[config.mk]
export PLATFORM = sky130hd
export DESIGN_NAME = block_write_buffer
export DESIGN_NICKNAME = d
export VERILOG_FILES = /design/src/rtl/block_write_buffer.sv
export SDC_FILE = /design/constraint.sdc
export NUM_CORES = 1
export LEC_CHECK = 0
export CORE_MARGIN = 2
export CORE_UTILIZATION = 44
export CTS_BUF_LIST = sky130_fd_sc_hd__clkbuf_8
export DETAILED_ROUTE_END_ITERATION = 8
export PLACE_DENSITY = 0.67
export SLEW_MARGIN = 20
export SYNTH_ARGS = -nofsm -noshare
export SYNTH_HDL_FRONTEND = slang
export SYNTH_SLANG_ARGS = --single-unit
[constraint.sdc]
create_clock -name clk -period 4.95 [get_ports clk]
set_input_delay 0.7425 -clock clk [delete_from_list [all_inputs] [get_ports clk]]
set_output_delay 0.7425 -clock clk [all_outputs]
set_load 0.03 [all_outputs]
[src/rtl/block_write_buffer.sv]
// block_write_buffer: DEPTH-entry FIFO of 4-word blocks drained one word per accepted cycle to a memory write port.
// Optional write combining onto the tail entry is enabled by defining BLOCK_WRITE_COMBINE_EN.
module block_write_buffer #(
    parameter int DEPTH = 2,
    parameter int AW    = 15,
    parameter int DW    = 32
) (
    input  logic                     clk,
    input  logic                     rst_n,
    input  logic                     in_valid,
    output logic                     in_ready,
    input  logic [AW-1:0]            in_addr,
    input  logic [DW-1:0]            in_data [0:3],
    output logic                     mem_we,
    input  logic                     mem_ready,
    output logic [AW-1:0]            mem_addr,
    output logic [DW-1:0]            mem_wdata,
    output logic                     blk_done,
    output logic [$clog2(DEPTH):0]   count,
    output logic                     busy
);
    localparam int PW = $clog2(DEPTH);

    typedef enum logic {IDLE, DRAIN} state_t;

    state_t         state_q, state_d;
    logic [PW-1:0]  head_q, head_d, tail_q, tail_d;
    logic [PW:0]    count_q, count_d;
    logic [1:0]     wcnt_q, wcnt_d;
    logic [AW-1:0]  base_q [DEPTH];
    logic [AW-1:0]  base_d [DEPTH];
    logic [DW-1:0]  data_q [DEPTH][4];
    logic [DW-1:0]  data_d [DEPTH][4];
    logic [AW-1:0]  in_base;
    logic           full, combine_hit, push, pop, acc;

    assign in_base = in_addr & ~AW'(3);
    assign full    = count_q == (PW+1)'(DEPTH);

`ifdef BLOCK_WRITE_COMBINE_EN
    logic [PW-1:0] last;
    assign last        = tail_q - 1'b1;
    // the newest entry may be rewritten unless it is the block already draining
    assign combine_hit = in_valid && count_q != '0 && base_q[last] == in_base &&
                         !(state_q == DRAIN && last == head_q);
    assign in_ready    = !full || combine_hit;
`else
    assign combine_hit = 1'b0;
    assign in_ready    = !full;
`endif

    assign acc      = state_q == DRAIN && mem_ready;
    assign pop      = acc && wcnt_q == 2'd3;
    assign push     = in_valid && in_ready && !combine_hit;
    assign mem_we   = state_q == DRAIN;
    assign mem_addr = mem_we ? (base_q[head_q] | AW'(wcnt_q)) : '0;
    assign mem_wdata = mem_we ? data_q[head_q][wcnt_q] : '0;
    assign blk_done = pop;
    assign count    = count_q;
    assign busy     = count_q != '0;

    // next-state: FIFO storage, pointers, occupancy, word counter and drain state
    always_comb begin
        base_d = base_q;
        data_d = data_q;
        if (push) begin
            base_d[tail_q] = in_base;
            for (int i = 0; i < 4; i++) data_d[tail_q][i] = in_data[i];
        end
`ifdef BLOCK_WRITE_COMBINE_EN
        if (combine_hit)
            for (int i = 0; i < 4; i++) data_d[last][i] = in_data[i];
`endif
        head_d  = head_q + PW'(pop);
        tail_d  = tail_q + PW'(push);
        count_d = count_q + (PW+1)'(push) - (PW+1)'(pop);
        wcnt_d  = wcnt_q + 2'(acc);
        state_d = count_d != '0 ? DRAIN : IDLE;
    end

    // state registers; reset discards all buffered blocks and drops mem_we at once
    always_ff @(posedge clk or negedge rst_n) begin
        if (!rst_n) begin
            state_q <= IDLE;
            head_q  <= '0;
            tail_q  <= '0;
            count_q <= '0;
            wcnt_q  <= '0;
            base_q  <= '{default: '0};
            data_q  <= '{default: '0};
        end else begin
            state_q <= state_d;
            head_q  <= head_d;
            tail_q  <= tail_d;
            count_q <= count_d;
            wcnt_q  <= wcnt_d;
            base_q  <= base_d;
            data_q  <= data_d;
        end
    end
endmodule

==> flow_metrics.env <==
export IMPL_status="finished, final reports clean"
export IMPL_hpwl_um=20500
export IMPL_crit_buf_inv=2
export IMPL_drt_wl_total_um=31900
export IMPL_final_cell_mix="dfrtp_1, mux2_2, clkdlybuf4s50_1"
export IMPL_nNetsFinal=1327
export IMPL_finalWorstSetupSlack_ns=0.781
export IMPL_crit_chain="buf_4, mux4_2, nor2_1, a211oi_2, clkdlybuf4s50_1"
export IMPL_hold_buffers=0
export IMPL_cp_arrival_ns=3.43
export IMPL_syn_area_mm2=0.0134
export IMPL_skew_ns=0.0176
export IMPL_vias=8482
export IMPL_gp_congestion=0.717
export IMPL_clock_fmax_mhz=240
export IMPL_core_area_mm2=0.0298
export IMPL_reg2reg_from="wcnt_q[0]"
export IMPL_crit_required_ns=4.21
export IMPL_synth_avg_cell_area_um2=13.6
export IMPL_grt_pass1_wl_um=50100
export IMPL_grt_pass1_vias=8973
export IMPL_yosys_top_cells_area="dfrtp_1, mux2_2, mux4_2, mux2i_1, o21ai_0"
export IMPL_cts_root_buffer="clkbuf_8"
export IMPL_cts_buffer_depth=3
export IMPL_period_share=0.842
export IMPL_yosysTopAreaCell="dfrtp_1"
export IMPL_ctsResizeCount=0
export IMPL_final_util=0.560
export IMPL_relSlewSlack=0.254
export IMPL_fin_crit_ns=4.17
export IMPL_path_max_fanout=29
export IMPL_grt_overflow=0
export IMPL_routedWlPerCell_um=19.8
export IMPL_io_buffers=197
export IMPL_grt_max_degree=111
export IMPL_h_tree_depth=2
export IMPL_ys_seq_area_frac=0.541
export IMPL_cts_buffers=49
export IMPL_synth_top_area_frac=0.541
export IMPL_syn_instance_count=985
export IMPL_clock_sinks=289
export IMPL_die_area_mm2=0.0318
export IMPL_r2r_end="mem_we"
export IMPL_antenna_left=0
export IMPL_drt_initial_drc_count=421
export IMPL_r2r_slack_ns=2.14
export IMPL_critPathTopFamily="buffers and inverters"
export IMPL_grt_use_total=0.203
export IMPL_synth_seq_cells=289
export IMPL_tightest_slew_ns=1.12
export IMPL_clk_latency_ns=0.56
export IMPL_p_leak_nw=7.01
export IMPL_rows=63
export IMPL_yosys_warnings=0
export IMPL_ioPinCount=200
export IMPL_cts_setup_buffers=0
export IMPL_post_synth_num_cell_types=26
export IMPL_rsz0062_at_grt="false"
export IMPL_rr_worst_depth=8
export IMPL_cts_tree="yes"
export IMPL_worstSetupEndpointType="output port"
export IMPL_maxCapViolCount=0
export IMPL_finalHoldViolations=0
export IMPL_setup_tns_ns=0
export IMPL_slowest_delay_ns=0.71
export IMPL_hold_path_class="in2async"
export IMPL_synthToLayoutAreaGrowth_pct=24.7
export IMPL_whs_ns=0.217
export IMPL_ir_drop_mv=0.411
export IMPL_fp_dieW_um=178
export IMPL_critPathSlowestCell="dfrtp_4"
export IMPL_clkTransAtPathRegs_ns=0.06
export IMPL_drc=0
export IMPL_firstDrtPassIters=4
export IMPL_drive_above_1_share=0.352
export IMPL_p_per_area_mw_per_mm2=745
export IMPL_syn_nets=1137
export IMPL_final_common_cell="dfrtp_1"
export IMPL_slew_violations=0
export IMPL_antenna_found_initial=5
export IMPL_die_h_um=178
export IMPL_place_ws_ns=1.29
export IMPL_n_fill_cell=2511
export IMPL_start_util=0.449
export IMPL_worstSetupPathType="reg2out"
export IMPL_setup_viol=0
export IMPL_viasPerCell=5.28
export IMPL_crit_path_start_kind="register"
metrics by stage:
stage	power, W	cell area, um^2	instances
detailed placement	0.0104	15700	1514
global route	0.0132	16700	1605
finish	0.0124	16700	1606
floorplan	0.00841	13400	985
CTS	0.0126	16700	1603
global placement	0.0103	15700	1514
synth_stat cells (all sizes together):
master    n
dfrtp   289
mux2    250
o21ai    64
buf      53
nor2b    46
mux2i    45
inv      36
a211oi   32
a31o     32
mux4     32
nand3    32
nor2     32
clkbuf   24
ha        5
and2      4
or2       2
xnor2     2
xor2      2
and3      1
nand2     1
nand2b    1
area by class of cell:
| class | count | area (um^2) | share of cell area |
|---|---|---|---|
| sequential | 289 | 7240 | 0.434 |
| multi-input combinational | 583 | 5650 | 0.339 |
| timing repair buffer | 216 | 2180 | 0.131 |
| clock buffer | 63 | 867 | 0.0520 |
| tap | 390 | 488 | 0.0292 |
| inverter | 36 | 135 | 0.00810 |
| clock inverter | 26 | 110 | 0.00660 |
| antenna | 3 | 7.51 | 0.000450 |
how the worst max path moves through the flow:
| stage | startpoint | end | slack [ns] | cells after the start |
|---|---|---|---|---|
| 2_1_floorplan | wcnt_q[0] | mem_wdata[10] | 2.44 | 5 |
| 4_1_cts | head_q | mem_wdata[18] | 0.69 | 5 |
| 3_3_place_gp | head_q | mem_wdata[22] | 1.30 | 5 |
| 5_1_grt | head_q | mem_wdata[16] | 0.54 | 5 |
| 6_report | head_q | mem_wdata[22] | 0.78 | 5 |
| 3_5_place_dp | head_q | mem_wdata[18] | 1.29 | 5 |
state kept, by name, summed over array words and instances, names as in the netlist:
| signal | cells |
|---|---|
| head_q | 1 |
| wcnt_q | 2 |
| data_q | 256 |
| count | 2 |
| tail_q | 1 |
| base_q | 26 |
| mem_we | 1 |
layer usage:
layer	vias up	track usage	wire [um]
li1	3924	-	-
met1	4339	0.292	14900
met2	175	0.317	14900
met3	42	0.0384	1570
met4	2	0.0576	525
met5	-	0	9
power breakdown:
part	internal (W)	switching (W)	total, W
logic	0.00307	0.00297	0.00604
clock network	0.00114	0.000938	0.00208
registers	0.00356	0.000749	0.00431
total	0.00776	0.00466	0.0124
kinds of logic (layout without fill, tap and decap cells):
group                    count (synthesis)  in the layout  synth area share
AND/OR/NAND/NOR                        119            119            0.0465
flip-flops                             289            289             0.541
buffers and inverters                  113            341            0.0393
AO/OA/AOI/OAI                          128            128            0.0685
XOR/XNOR                                 4              4           0.00262
other                                    0              3                 0
multiplexers                           327            327             0.298
adder cells (fa/ha/maj)                  5              5           0.00468
No activity file was read; power rests on OpenSTA's default activity.
